===== config.mk =====
export PLATFORM = sky130hd
export DESIGN_NAME = uart_tx_serializer
export DESIGN_NICKNAME = d
export VERILOG_FILES = /design/src/rtl/uart_pkg.sv /design/src/rtl/sync_fifo.sv /design/src/rtl/uart_tx_serializer.sv
export SDC_FILE = /design/constraint.sdc
export NUM_CORES = 1
export LEC_CHECK = 0
export BUFFER_PORTS_ARGS = -buffer_cell sky130_fd_sc_hd__buf_2
export CORE_UTILIZATION = 65
export CTS_BUF_LIST = sky130_fd_sc_hd__clkbuf_4
export CTS_CLUSTER_SIZE = 20
export DETAILED_ROUTE_END_ITERATION = 12
export GPL_TIMING_DRIVEN = 0
export MAX_ROUTING_LAYER = met4
export PLACE_DENSITY = 0.83
export SLEW_MARGIN = 20
export SYNTH_ARGS = -nofsm -noshare
export SYNTH_HDL_FRONTEND = slang
export SYNTH_SLANG_ARGS = --single-unit

===== constraint.sdc =====
create_clock -name clk -period 5.5 [get_ports clk]
set_input_delay 0.825 -clock clk [delete_from_list [all_inputs] [get_ports clk]]
set_output_delay 0.825 -clock clk [all_outputs]
set_load 0.02 [all_outputs]

===== src/rtl/uart_pkg.sv =====
// Shared UART definitions: shifter state encoding, frame geometry and default baud divisor.
package uart_pkg;

  localparam int unsigned UART_DATA_BITS    = 8;
  localparam int unsigned UART_CLKS_PER_BIT = 868;

  typedef enum logic [1:0] {
    ST_IDLE  = 2'd0,
    ST_START = 2'd1,
    ST_DATA  = 2'd2,
    ST_STOP  = 2'd3
  } uart_tx_state_t;

endpackage


===== src/rtl/sync_fifo.sv =====
// Synchronous FIFO with registered full/empty flags and occupancy; shared by the UART TX and RX paths.
module sync_fifo #(
  parameter  int unsigned WIDTH = 8,
  parameter  int unsigned DEPTH = 16,
  localparam int unsigned AW    = $clog2(DEPTH),
  localparam int unsigned LW    = AW + 1
) (
  input  logic             clk,
  input  logic             rst_n,
  input  logic             i_push,
  input  logic [WIDTH-1:0] i_din,
  input  logic             i_pop,
  output logic [WIDTH-1:0] o_dout,
  output logic             o_full,
  output logic             o_empty,
  output logic [LW-1:0]    o_level
);

  logic [WIDTH-1:0] r_mem [DEPTH];
  logic [AW-1:0]    r_wr_ptr;
  logic [AW-1:0]    r_rd_ptr;
  logic [LW-1:0]    r_level;
  logic             r_full;
  logic             r_empty;
  logic             w_push_ok;
  logic             w_pop_ok;
  logic [LW-1:0]    w_level_nxt;

  // Flags gate both sides, so level can never wrap in either direction.
  assign w_push_ok = i_push && !r_full;
  assign w_pop_ok  = i_pop && !r_empty;

  always_comb begin
    w_level_nxt = r_level;
    if (w_push_ok && !w_pop_ok) begin
      w_level_nxt = r_level + LW'(1);
    end else if (!w_push_ok && w_pop_ok) begin
      w_level_nxt = r_level - LW'(1);
    end
  end

  always_ff @(posedge clk) begin
    if (!rst_n) begin
      r_wr_ptr <= '0;
      r_rd_ptr <= '0;
      r_level  <= '0;
      r_full   <= 1'b0;
      r_empty  <= 1'b1;
    end else begin
      if (w_push_ok) r_wr_ptr <= r_wr_ptr + AW'(1);
      if (w_pop_ok)  r_rd_ptr <= r_rd_ptr + AW'(1);
      r_level <= w_level_nxt;
      r_full  <= (w_level_nxt == LW'(DEPTH));
      r_empty <= (w_level_nxt == LW'(0));
    end
  end

  // Storage carries no reset; pointer reset alone discards contents.
  always_ff @(posedge clk) begin
    if (w_push_ok) r_mem[r_wr_ptr] <= i_din;
  end

  assign o_dout  = r_mem[r_rd_ptr];
  assign o_full  = r_full;
  assign o_empty = r_empty;
  assign o_level = r_level;

endmodule


===== src/rtl/uart_tx_serializer.sv =====
// UART transmit path: byte FIFO feeding an 8N1 shifter with a fixed baud divisor.
module uart_tx_serializer
  import uart_pkg::*;
#(
  parameter  int unsigned FIFO_DEPTH   = 16,
  parameter  int unsigned CLKS_PER_BIT = UART_CLKS_PER_BIT,
  localparam int unsigned LW           = $clog2(FIFO_DEPTH) + 1
) (
  input  logic                      clk,
  input  logic                      rst_n,
  input  logic                      tx_push,
  input  logic [UART_DATA_BITS-1:0] tx_data,
  input  logic                      ovf_clr,
  output logic                      tx_fifo_full,
  output logic                      tx_fifo_empty,
  output logic [LW-1:0]             tx_level,
  output logic                      tx_busy,
  output logic                      tx_overflow,
  output logic                      uart_txd
);

  localparam int unsigned CW  = $clog2(CLKS_PER_BIT);
  localparam int unsigned BIW = $clog2(UART_DATA_BITS);
  localparam logic [CW-1:0]  CNT_LAST = CW'(CLKS_PER_BIT - 1);
  localparam logic [BIW-1:0] BIT_LAST = BIW'(UART_DATA_BITS - 1);

  uart_tx_state_t            r_state;
  uart_tx_state_t            w_state_nxt;
  logic [CW-1:0]             r_cnt;
  logic [CW-1:0]             w_cnt_nxt;
  logic [BIW-1:0]            r_idx;
  logic [BIW-1:0]            w_idx_nxt;
  logic [UART_DATA_BITS-1:0] r_shift;
  logic [UART_DATA_BITS-1:0] w_shift_nxt;
  logic                      r_txd;
  logic                      w_txd_nxt;
  logic                      r_busy;
  logic                      r_ovf;
  logic                      w_pop;
  logic                      w_tick;
  logic                      w_fifo_full;
  logic                      w_fifo_empty;
  logic [UART_DATA_BITS-1:0] w_fifo_dout;

  sync_fifo #(
    .WIDTH (UART_DATA_BITS),
    .DEPTH (FIFO_DEPTH)
  ) u_fifo (
    .clk     (clk),
    .rst_n   (rst_n),
    .i_push  (tx_push),
    .i_din   (tx_data),
    .i_pop   (w_pop),
    .o_dout  (w_fifo_dout),
    .o_full  (w_fifo_full),
    .o_empty (w_fifo_empty),
    .o_level (tx_level)
  );

  assign w_tick = (r_cnt == CNT_LAST);

  always_comb begin
    w_state_nxt = r_state;
    w_cnt_nxt   = r_cnt;
    w_idx_nxt   = r_idx;
    w_shift_nxt = r_shift;
    w_pop       = 1'b0;
    w_txd_nxt   = 1'b1;
    if (r_state != ST_IDLE) begin
      w_cnt_nxt = w_tick ? '0 : r_cnt + CW'(1);
    end
    case (r_state)
      ST_IDLE: begin
        w_cnt_nxt = '0;
        if (!w_fifo_empty) begin
          w_pop       = 1'b1;
          w_shift_nxt = w_fifo_dout;
          w_idx_nxt   = '0;
          w_state_nxt = ST_START;
        end
      end
      ST_START: begin
        if (w_tick) w_state_nxt = ST_DATA;
      end
      ST_DATA: begin
        if (w_tick) begin
          w_shift_nxt = r_shift >> 1;
          if (r_idx == BIT_LAST) w_state_nxt = ST_STOP;
          else                   w_idx_nxt   = r_idx + BIW'(1);
        end
      end
      ST_STOP: begin
        // Reload straight into START so queued frames go out gapless.
        if (w_tick) begin
          if (!w_fifo_empty) begin
            w_pop       = 1'b1;
            w_shift_nxt = w_fifo_dout;
            w_idx_nxt   = '0;
            w_state_nxt = ST_START;
          end else begin
            w_state_nxt = ST_IDLE;
          end
        end
      end
      default: w_state_nxt = ST_IDLE;
    endcase
    case (w_state_nxt)
      ST_START: w_txd_nxt = 1'b0;
      ST_DATA:  w_txd_nxt = w_shift_nxt[0];
      default:  w_txd_nxt = 1'b1;
    endcase
  end

  always_ff @(posedge clk) begin
    if (!rst_n) begin
      r_state <= ST_IDLE;
      r_cnt   <= '0;
      r_idx   <= '0;
      r_shift <= '0;
      r_txd   <= 1'b1;
      r_busy  <= 1'b0;
      r_ovf   <= 1'b0;
    end else begin
      r_state <= w_state_nxt;
      r_cnt   <= w_cnt_nxt;
      r_idx   <= w_idx_nxt;
      r_shift <= w_shift_nxt;
      r_txd   <= w_txd_nxt;
      r_busy  <= (w_state_nxt != ST_IDLE);
      // A dropped push beats a coincident clear.
      if (tx_push && w_fifo_full) r_ovf <= 1'b1;
      else if (ovf_clr)           r_ovf <= 1'b0;
    end
  end

  assign tx_fifo_full  = w_fifo_full;
  assign tx_fifo_empty = w_fifo_empty;
  assign tx_busy       = r_busy;
  assign tx_overflow   = r_ovf;
  assign uart_txd      = r_txd;

endmodule


# [Word-level counts from Yosys, hierarchy flattened]
# Memory sizes are Yosys's and may differ from the RTL's. A register that Yosys moved wholly into a read port is not among the register bits.
# Cells that the tools add are included.
[classes] n_addsub=6 n_eq_ne=11 mux=29 bitwise_logic=1 reduce_logical=18
[op_table] operator="$mux 8" n=3
[op_table] operator="$pmux 8 s3" n=1
[op_table] operator="$mux 3" n=4
[op_table] operator="$add 10x1->10 const B" n=1
[op_table] operator="$eq 10x10->1 const B" n=1
[op_table] operator="$mux 10" n=1
[op_table] operator="$mux 2" n=5
[op_table] operator="$mux 5" n=2
[op_table] operator="$pmux 3 s3" n=1
[op_table] operator="$add 4x1->4 const B" n=2
[op_table] operator="$mux 4" n=2
[op_table] operator="$pmux 2 s4" n=1
[op_table] operator="$mux 1" n=7
[op_table] operator="$eq 2x2->1 const B" n=3
[op_table] operator="$ne 2x2->1 const B" n=3
[op_table] operator="$reduce_bool 2->1" n=3
[op_table] operator="$add 5x1->5 const B" n=1
[op_table] operator="$eq 5x5->1 const B" n=1
[op_table] operator="$logic_and 1x1->1" n=5
[op_table] operator="$logic_not 5->1" n=1
[op_table] operator="$sub 5x1->5 const B" n=1
[op_table] operator="$eq 2x1->1 const B" n=2
[op_table] operator="$logic_not 1->1" n=4
[op_table] operator="$pmux 1 s2" n=2
[op_table] operator="8 further kinds" n=8
[totals] reg_bits=41 mem_bits_rw=128 in_bits=12 wordCells=79 memories=1
[memory_table] name="u_fifo.r_mem" words=16 width=8 read_ports=1 rd_ports_with_merged_regs=1 write_ports=1 line="sync_fifo.sv:19" source="logic [WIDTH-1:0] r_mem [DEPTH];"

# [Depth between registers and ports, before layout]
# Gate-level depths: netlist of run 1.
[logic_depth] depth_word=8 mapped_depth=9 depth_no_buf=8

# [Hierarchy]
# Synthesis of run 1 repeated with hierarchy kept, for this count alone.
[hier_totals] hier_cells=444 area_unflattened_um2=7297.0
[by_module_without_submodules] mod="sync_fifo" instances=1 cells_each=290 area_each_um2=5875.6 seq_area_each_um2=4224.1
[by_module_without_submodules] mod="uart_tx_serializer" instances=1 cells_each=154 area_each_um2=1421.4 seq_area_each_um2=520.5

# [Worst setup path after synthesis of run 1]
# No wires, ideal clock.
[synth_path] path_type="register -> register" startpoint="reg r_state[1]" endpoint="reg u_fifo.r_full (netlist: u_fifo.o_full)" t_arrival_ns=2.058 setup_slack_ns=3.346 stages_incl_launch_ff=10 path_buffers=1 period_less_slack_ns=2.154 path_cell_list="dfxtp_1 -> inv_1 -> ha_1 -> nor3b_1 -> and4_4 -> or2_1 -> buf_2 -> mux2i_1 -> xor2_1 -> nor4b_1"
[synth_between] elab_chain_cells=7 elab_cells_between_ends=10 classes_between="eq/ne (2); mux (3); reduce/logical (5)"
[synth_rtl] item="start: declaration" line="uart_tx_serializer.sv:27" source="uart_tx_state_t r_state;"
[synth_rtl] item="start signal: assignment" line="uart_tx_serializer.sv:124" source="r_state <= w_state_nxt;"
[synth_rtl] item="$eq 2x2->1 / $logic_not 2->1 (equally long branches)" line="uart_tx_serializer.sv:72" source="case (r_state)"
[synth_rtl] item="$pmux 1 s2 (*)" line="uart_tx_serializer.sv:72"
[synth_rtl] item="$logic_and 1x1->1 (*)" line="sync_fifo.sv:31" source="assign w_pop_ok = i_pop && !r_empty;"
[synth_rtl] item="$logic_and 1x1->1 / $logic_not 1->1 (equally long branches)" line="sync_fifo.sv:37, sync_fifo.sv:35"
[synth_rtl] item="$mux 5 / $logic_and 1x1->1 (equally long branches)" line="sync_fifo.sv:37, sync_fifo.sv:35"
[synth_rtl] item="$mux 5 (*)" line="sync_fifo.sv:35" source="if (w_push_ok && !w_pop_ok) begin"
[synth_rtl] item="$eq 5x5->1 (*)" line="sync_fifo.sv:53" source="r_full <= (w_level_nxt == LW'(DEPTH));"
[synth_rtl] item="end signal: assignment" line="sync_fifo.sv:53"
[synth_rtl] item="end: declaration" line="sync_fifo.sv:23" source="logic r_full;"
# Mark *: on every way between the ends. The rest lies on a longest branch, timed or not.
# A chain may end at the register's enable or synchronous reset.

# [Worst setup path after layout of run 1]
[layout_path] startpoint="reg r_state[0]" endpoint="reg u_fifo.r_full (netlist: u_fifo.o_full)"
# The elaborated chain is that of the path after synthesis.

==> results of run 1 <==
worst max-delay path, cell delays in order, from the launching register on:
cell     delay (ps)
dfxtp_1         510
inv_1           130
ha_1            330
nor3b_1         500
or2_1           180
buf_2           180
mux2i_1         240
xor2_1          270
nor4b_1         360
report_power, final:
part | leakage (nW) | total (mW) | switching (mW) | internal, mW
clock network | 0.124 | 0.617 | 0.421 | 0.196
registers | 1.52 | 1.54 | 0.0611 | 1.47
logic | 0.919 | 0.668 | 0.361 | 0.306
total | 2.57 | 2.82 | 0.844 | 1.98
flip-flops by register name (all words and copies together) (netlist names), named ones only:
| register | count |
|---|---|
| u_fifo.o_level | 5 |
| r_state | 2 |
| u_fifo.r_rd_ptr | 4 |
| u_fifo.o_full | 1 |
| u_fifo.r_wr_ptr | 4 |
| r_shift | 8 |
| tx_busy | 1 |
| u_fifo.o_empty | 1 |
| uart_txd | 1 |
| tx_overflow | 1 |
| r_idx | 3 |
| r_cnt | 10 |
| u_fifo.r_mem | 128 |
synth_stat cells, types with 3 or more instances:
cell type / n / area (sq um)
edfxtp_1: 128 / 3840
dfxtp_1: 45 / 901
nor2_1: 40 / 150
mux4_2: 31 / 698
and2_1: 22 / 138
nand2_1: 18 / 67.6
ha_1: 16 / 200
inv_1: 11 / 41.3
mux2i_1: 11 / 110
xor2_1: 10 / 87.6
a211oi_1: 9 / 67.6
clkbuf_1: 8 / 30.0
nor3_1: 8 / 40.0
xnor2_1: 8 / 70.1
a21oi_1: 7 / 35.0
nand3_1: 7 / 35.0
nor2b_1: 6 / 37.5
o21ai_0: 6 / 30.0
nand2b_1: 5 / 31.3
mux4_1: 4 / 105
nor3b_1: 4 / 30.0
nor4_1: 4 / 25.0
a221o_2: 3 / 33.8
and3_1: 3 / 18.8
buf_2: 3 / 15.0
nand4_1: 3 / 18.8
final timing paths:
kind              start             to  slack, ps  cells past startpoint
max reg2reg  r_state[0]  u_fifo.o_full       2690                      8
min reg2reg    r_cnt[0]       r_cnt[0]        460                      1
max          r_state[0]  u_fifo.o_full       2690                      8
min            r_cnt[0]       r_cnt[0]        460                      1
cell type report:
class	instances	area, sq um	share of cell area [%]
Tap cell	140	175	2.25
Clock inverter	12	87.6	1.13
Timing Repair Buffer	21	105	1.35
Sequential cell	173	4740	61.0
Buffer	20	139	1.79
Clock buffer	20	150	1.93
Inverter	11	41.3	0.531
Multi-Input combinational cell	258	2330	30.0
cell families (layout without fill, tap and decap cells):
kind of cell	after synthesis	after routing	share of synthesized area, %
AO/OA/AOI/OAI	45	45	4.66
buffers and inverters	31	84	2.48
multiplexers	48	48	12.9
AND/OR/NAND/NOR	131	131	9.66
XOR/XNOR	18	18	2.17
adder cells (fa/ha/maj)	16	16	2.76
flip-flops	173	173	65.4
metrics by stage:
step | std cells | utilization [%] | setup slack (ps) | hold WS (ps) | cell area [sq um]
after floorplan | 462 | - | 3350 | 418 | 7260
after CTS | 655 | 71.7 | 2650 | 464 | 7770
after detailed placement | 623 | 69.5 | 2710 | 437 | 7540
final | 655 | 71.7 | 2690 | 464 | 7770
after global placement | 623 | 69.5 | 2810 | 429 | 7540
after global routing | 655 | 71.7 | 2460 | 478 | 7770
metal layers:
| layer | wire length (um) | share of wire (%) | track usage [%] | up-vias |
|---|---|---|---|---|
| met5 | 0 | 0 | - | - |
| met4 | 283 | 2.1 | 10.8 | 0 |
| met3 | 712 | 5.3 | 7.69 | 22 |
| met2 | 6930 | 52 | 41.8 | 124 |
| met1 | 5470 | 41 | 30.7 | 2025 |
| li1 | - | - | - | 1848 |
==> impl_metrics.tcl, run 1 <==
set metrics [dict create \
    final_common_cell "edfxtp_1" \
    pin_count 22 \
    antennaDiodeCount 0 \
    initial_utilization_pct 66.9 \
    cts_num_sinks 173 \
    p_total_mw 2.82 \
    rsz0062_at_grt "false" \
    post-route-period-util_pct 51.1 \
    worst-endpoint-arrival_ps 3260 \
    cts_htree_levels 4 \
    yosysWarnings 0 \
    drtIter0Drc 350 \
    dieWidth_um 108 \
    cts_setup_buffers 0 \
    grt_use_total_pct 25.9 \
    ir_drop_v 0.000328 \
    cts_tree "done" \
    vias_per_cell 6.14 \
    cts_buffers 17 \
    worstPathRequired_ps 5950 \
    nNetsFinal 530 \
    syn_nets 490 \
    dieHeight_um 108 \
    area_growth_pct 7.14 \
    cts_resized 0 \
    drc 0 \
    relSlewSlack_pct 49.8 \
    ys_seq_area_share_pct 65.4 \
    max_freq_ghz 0.356 \
    report.final.hold_viol_count 0 \
    avgSynthCellArea_sq_um 15.7 \
    worst_pin_slew_ps 750 \
    ys_types 58 \
    cp-end-kind "flop" \
    tns_ps 0 \
    die-area_sq_um 11600 \
    hold_buffers 0 \
    rows 38 \
    synthCells 462 \
    wl_per_cell_um 20.5 \
    start_kind "flop" \
    fin_worst_skew_ps 21.2 \
    vias 4019 \
    antenna_found_initial 0 \
    drt_pass1_iterations 5 \
    p_per_area_nw_per_um2 363 \
    drive_above_1_share_pct 20.6 \
    critPathMaxFanout 8 \
    coreArea_sq_um 10800 \
    post-dp-hpwl_um 9380 \
    hold_class "reg -> reg" \
    numPortBuffers 21 \
    clock_path_buffers 2 \
    grt_pass1_wl_um 20300 \
    maxCapViolations 0 \
    syn_area_sq_um 7260 \
    clock_latency_ps 560 \
    ant_nets 0 \
    drt_wl_total_um 13400 \
    slew_viol_final 0 \
    setup_viol 0 \
    path_class "reg -> reg" \
    synth_edf_count 128 \
    ctsRootBufferMaster "clkbuf_4" \
    grt_max_degree 17 \
    grt_pass1_vias 3900 \
    ys_ff_latch 173 \
    p_leak_nw 2.57 \
    gp_congestion 0.834 \
    fill_cells 710 \
    layout_common_cells "edfxtp_1 (128), dfxtp_1 (45), nor2_1 (40), mux4_2 (31), buf_2 (24)" \
    overflow 0 \
    clk_pin_slew_ps 140 \
    period_needed_ps 2810 \
    synth-main-ff-cell "edfxtp_1" \
    ys_async_sr_fraction_pct 0 \
    outcome "finished clean" \
]
Note: power is estimated with default switching activity, not from simulation.
==> inputs of run 2 (changes only) <==
--- a/config.mk
+++ b/config.mk
@@ -6,13 +6,13 @@
 export NUM_CORES = 1
 export LEC_CHECK = 0
 export BUFFER_PORTS_ARGS = -buffer_cell sky130_fd_sc_hd__buf_2
-export CORE_UTILIZATION = 65
+export CORE_UTILIZATION = 58
 export CTS_BUF_LIST = sky130_fd_sc_hd__clkbuf_4
 export CTS_CLUSTER_SIZE = 20
 export DETAILED_ROUTE_END_ITERATION = 12
 export GPL_TIMING_DRIVEN = 0
 export MAX_ROUTING_LAYER = met4
-export PLACE_DENSITY = 0.83
+export PLACE_DENSITY = 0.78
 export SLEW_MARGIN = 20
 export SYNTH_ARGS = -nofsm -noshare
 export SYNTH_HDL_FRONTEND = slang
==> constraint.sdc (replaced) <==
create_clock -name clk -period 2.56 [get_ports clk]
set_input_delay 0.384 -clock clk [delete_from_list [all_inputs] [get_ports clk]]
set_output_delay 0.384 -clock clk [all_outputs]
set_load 0.02 [all_outputs]
==> run 2 against run 1 <==
Clock power rose to 2.5 times the previous value. First-iteration DRC count increased by 5.7%. Die area up 12%. Setup slack got worse by 2600 ps. Combinational power increased by 120%. Hold slack got worse by 400 ps. Total power is 130% higher. Count of clock-buffer cells in the layout is 3 lower. Via count is 0.57% lower. Largest cell class unchanged.
==> impl_metrics.tcl, run 2 (same netlist as run 1, synthesis figures left out) <==
set metrics [dict create \
    largest_reg_flops 128 \
    p_comb_share_pct 23.5 \
    switching_share_pct 30.0 \
    start_kind "flop" \
    post-route-period-util_pct 95.0 \
    die-area_sq_um 13000 \
    outcome "finished clean" \
    p_int_mw 4.46 \
    layout_setup_ws_ps 127 \
    drt_wl_total_um 13200 \
    area_growth_pct 9.16 \
    p_sw_mw 1.91 \
    final_common_cell "edfxtp_1" \
    vias 3996 \
    rrSetupSlack_ps 130 \
    grt_use_total_pct 23.1 \
    rows 40 \
    maxCapViolations 0 \
    pin_count 22 \
    antenna_found_initial 0 \
    clock_path_buffers 2 \
    numPortBuffers 21 \
    worst-endpoint-arrival_ps 2890 \
    multi_input_area_sq_um 2380 \
    setup_viol 0 \
    rsz0062_at_grt "true" \
    p_leak_nw 2.61 \
    wl_per_cell_um 19.4 \
    gp_congestion 0.873 \
    dp.cells 651 \
    fin_hold_ws_ps 68.4 \
    critPathMaxFanout 10 \
    fin_cells 683 \
    drive_above_1_share_pct 22.0 \
    dieHeight_um 114 \
    hold_buffers 0 \
    clock_latency_ps 560 \
    ant_nets 0 \
    nNetsFinal 530 \
    clk_pin_slew_ps 150 \
    hold_class "in -> reg" \
    register_area_sq_um 4750 \
    holdPathStages 3 \
    cts_htree_levels 4 \
    reg2reg_depth 7 \
    grt_pass1_wl_um 20800 \
    max_freq_ghz 0.411 \
    pre_cts_slack_ps -122 \
    power_frac_clock_pct 24.7 \
    drc 0 \
    top_regs "u_fifo.r_mem x128, r_cnt x10, r_shift x8" \
    dieWidth_um 114 \
    regMostFlops "u_fifo.r_mem" \
    cp-end-kind "flop" \
    period_needed_ps 2430 \
    grt_max_degree 17 \
    initial_utilization_pct 59.9 \
    vias_per_cell 5.85 \
    overflow 0 \
    drtIter0Drc 370 \
    grt_pass1_vias 4037 \
    post-dp-hpwl_um 8870 \
    ctsRootBufferMaster "clkbuf_4" \
    p_per_area_nw_per_um2 803 \
    fin_worst_skew_ps 16.2 \
    fill_cells 855 \
    report.final.hold_viol_count 0 \
    cts_num_sinks 173 \
    cts_buffers 17 \
    cts_tree "done" \
    relSlewSlack_pct 54.3 \
    worst_pin_slew_ps 686 \
    slew_viol_final 0 \
    drt_pass1_iterations 4 \
    pwr-share-seq_pct 51.9 \
    layout_common_cells "edfxtp_1 (128), dfxtp_1 (43), nor2_1 (40), mux4_2 (31), buf_2 (23)" \
    worstPathRequired_ps 3020 \
    ir_drop_v 0.000549 \
    path_class "reg -> reg" \
    coreArea_sq_um 12100 \
]
-- run 2: final timing paths --
kind / endpoint / start
setup / recovery: r_shift[6] / flop
hold / removal: tx_overflow / ovf_clr
setup reg to reg: r_shift[6] / flop
hold reg to reg: r_cnt[0] / r_cnt[0]
-- run 2: final cells by class --
type / count / share of cell area, %
antenna: 1 / 0.0316
clock buffer: 17 / 1.61
clock inverter: 14 / 2.02
tap: 168 / 2.65
buffer: 20 / 1.85
inverter: 11 / 0.521
multi-input combinational: 258 / 30.0
timing repair buffer: 21 / 1.33
sequential: 173 / 60.0
-- run 2: power by group through the flow --
stage | Combinational (mW) | Clock (mW) | Sequential [mW]
after global routing | 1.62 | 1.72 | 3.32
after global placement | 1.39 | 0 | 3.35
after floorplan | 1.03 | 0 | 3.39
final | 1.49 | 1.57 | 3.30
after CTS | 1.45 | 1.61 | 3.30
after detailed placement | 1.42 | 0 | 3.36
-- run 2: through the flow --
stage | total power, mW | setup TNS (ps) | util, % | area, sq um
after detailed placement | 4.78 | -209 | 62.5 | 7570
after floorplan | 4.42 | 0 | - | 7260
after global routing | 6.66 | -18.2 | 65.4 | 7920
after global placement | 4.73 | -216 | 62.5 | 7570
after CTS | 6.35 | 0 | 65.0 | 7880
final | 6.36 | 0 | 65.4 | 7920
-- run 2: critical path, stage by stage, from the launching register on --
cell      delay, ps
dfxtp_1         330
buf_2           200
buf_6           230
buf_4           260
mux4_1          610
mux2i_1         280
a211oi_1        120
a221o_2         300
-- run 2: metal layers --
metal,track usage [%],vias to the layer above,part of all wire (%)
met5,-,-,0
met4,10.7,0,2.3
met3,5.31,30,5.9
met2,36.3,115,50
met1,28.8,1991,42
li1,-,1860,-
-- run 2: timing repair --
item,4_1_cts,5_1_grt
gates resized for setup,5,10
pin swaps,0,1
setup buffers,0,0
setup endpoints to repair,3,6
==> inputs of run 3 (changes only) <==
--- a/config.mk
+++ b/config.mk
@@ -10,8 +10,8 @@
 export CTS_BUF_LIST = sky130_fd_sc_hd__clkbuf_4
 export CTS_CLUSTER_SIZE = 20
 export DETAILED_ROUTE_END_ITERATION = 12
+export GPL_ROUTABILITY_DRIVEN = 0
 export GPL_TIMING_DRIVEN = 0
-export MAX_ROUTING_LAYER = met4
 export PLACE_DENSITY = 0.78
 export SLEW_MARGIN = 20
 export SYNTH_ARGS = -nofsm -noshare
==> constraint.sdc (replaced) <==
create_clock -name clk -period 2.17 [get_ports clk]
set_input_delay 0.3255 -clock clk [delete_from_list [all_inputs] [get_ports clk]]
set_output_delay 0.3255 -clock clk [all_outputs]
set_load 0.02 [all_outputs]
==> run 3 against run 2 <==
Global-route usage is 0.17 points lower. Count of clock-buffer cells in the layout stayed put. Setup slack worse by 120 ps. Sequential share of layout area is 2.9 points lower. Non-clock buffer count is 24 higher. Routed wire length is 6.6% higher. Sequential power is 18% higher. Sequential cell count stayed put. Hold slack better by 54 ps.
==> impl_metrics.tcl, run 3 (same netlist as run 1, synthesis figures left out) <==
set metrics [dict create \
    top_regs "u_fifo.r_mem x128, r_cnt x10, r_shift x8" \
    cts_num_sinks 173 \
    vias_per_cell 5.89 \
    critPathMaxFanout 6 \
    grt_max_degree 17 \
    ant_nets 0 \
    p_leak_nw 2.78 \
    cts_htree_levels 4 \
    clock_path_buffers 2 \
    cp-end-kind "flop" \
    start_kind "flop" \
    area_growth_pct 14.8 \
    dieWidth_um 114 \
    drtIter0Drc 492 \
    drt_pass1_iterations 5 \
    setup_viol 0 \
    max_freq_ghz 0.462 \
    ir_drop_v 0.000651 \
    grt_pass1_wl_um 21300 \
    slew_viol_final 0 \
    cts_tree "done" \
    antennaDiodeCount 0 \
    drt_wl_total_um 14100 \
    period_needed_ps 2170 \
    regMostFlops "u_fifo.r_mem" \
    rsz0062_at_grt "true" \
    p_sw_mw 2.42 \
    vias 4159 \
    post-route-period-util_pct 99.9 \
    path_class "reg -> reg" \
    p_comb_share_pct 27.6 \
    nNetsFinal 554 \
    drc 0 \
    die-area_sq_um 13000 \
    p_per_area_nw_per_um2 955 \
    fin_worst_skew_ps 16.1 \
    layout_common_cells "edfxtp_1 (128), nor2_1 (40), dfxtp_1 (40), mux4_2 (32), buf_4 (23)" \
    antenna_found_initial 0 \
    postLayoutCoreUtil_pct 68.8 \
    pin_count 22 \
    relSlewSlack_pct 64.5 \
    pwr-share-seq_pct 49.0 \
    wl_per_cell_um 20.0 \
    initial_utilization_pct 59.9 \
    worst_pin_slew_ps 533 \
    clock_latency_ps 560 \
    worstPathRequired_ps 2650 \
    rows 40 \
    clk_pin_slew_ps 150 \
    cts_buffers 17 \
    post-dp-hpwl_um 8870 \
    switching_share_pct 30.4 \
    place_area_sq_um 7570 \
    final_common_cell "edfxtp_1" \
    overflow 0 \
    grt_pass1_vias 4094 \
    numPortBuffers 21 \
    fin_hold_ws_ps 122 \
    p_total_mw 7.96 \
    dp.cells 651 \
    dieHeight_um 114 \
    coreArea_sq_um 12100 \
    hold_class "in -> reg" \
    maxCapViolations 0 \
    outcome "finished clean" \
    p_int_mw 5.54 \
    largest_reg_flops 128 \
    worst-endpoint-arrival_ps 2640 \
    report.final.hold_viol_count 0 \
    final_area_sq_um 8330 \
    grt_use_total_pct 22.9 \
    power_frac_clock_pct 23.4 \
    drive_above_1_share_pct 29.9 \
    ctsRootBufferMaster "clkbuf_4" \
    fin_cells 706 \
]
[run 3: changes by cell type in the layout (fill, tap and decap cells not counted), sizes merged]
cell | before | now
clkbuf | 29 | 27
diode | 1 | 0
buf | 29 | 52
dlygate4sd3 | 0 | 3
[run 3: stage by stage]
| step | setup TNS, ps | setup WS [ps] |
|---|---|---|
| 6_report | 0 | 3.20 |
| 5_1_grt | -218 | -84.0 |
| 4_1_cts | 0 | 6.71 |
| 3_5_place_dp | -3390 | -512 |
| 3_3_place_gp | -3340 | -548 |
| 2_1_floorplan | 0 | 16.1 |
[run 3: power by group through the flow]
stage                     Clock, mW  Sequential, mW  Combinational (mW)
after floorplan                   0            4.00                1.21
after global placement            0            3.95                1.63
after detailed placement          0            3.96                1.68
after CTS                      1.90            3.89                1.93
after global routing           2.02            3.92                2.35
final                          1.86            3.90                2.19
[run 3: worst max-delay path, cell delays in order (launching register included)]
cell,delay (ps)
dfxtp_1,420
nor3b_4,420
and4_4,320
or2_1,120
buf_6,110
mux2i_2,220
xor2_1,220
nor4b_4,270
[run 3: final timing paths]
check                       end       start  slack, ps  depth (start not counted)
max reg2reg       u_fifo.o_full    r_cnt[2]          3                          7
max               u_fifo.o_full    r_cnt[2]          3                          7
min          u_fifo.r_mem[3][7]  tx_data[7]        120                          1
min reg2reg          r_shift[7]  r_shift[7]        490                          1
[run 3: layout make-up]
| class | instances | area (sq um) |
|---|---|---|
| Clock inverter | 14 | 160 |
| Multi-Input combinational cell | 258 | 2530 |
| Sequential cell | 173 | 4760 |
| Inverter | 11 | 48.8 |
| Fill cell | 813 | 3780 |
| Tap cell | 168 | 210 |
| Clock buffer | 17 | 128 |
| Buffer | 18 | 189 |
| Timing Repair Buffer | 47 | 312 |
[run 3: metal layers]
| metal | track usage (%) | vias to the layer above | wire (um) |
|---|---|---|---|
| met5 | 0 | - | 0 |
| met4 | 11.1 | 0 | 328 |
| met3 | 4.89 | 29 | 650 |
| met2 | 37.6 | 139 | 7130 |
| met1 | 29.4 | 2085 | 6010 |
| li1 | - | 1906 | - |
[run 3: timing repair]
item	CTS	global route
hold endpoints to repair	3	0
resized for setup	40	25
buffers inserted	7	16
setup endpoints to repair	16	15
hold buffers	3	0
pin swaps	2	4
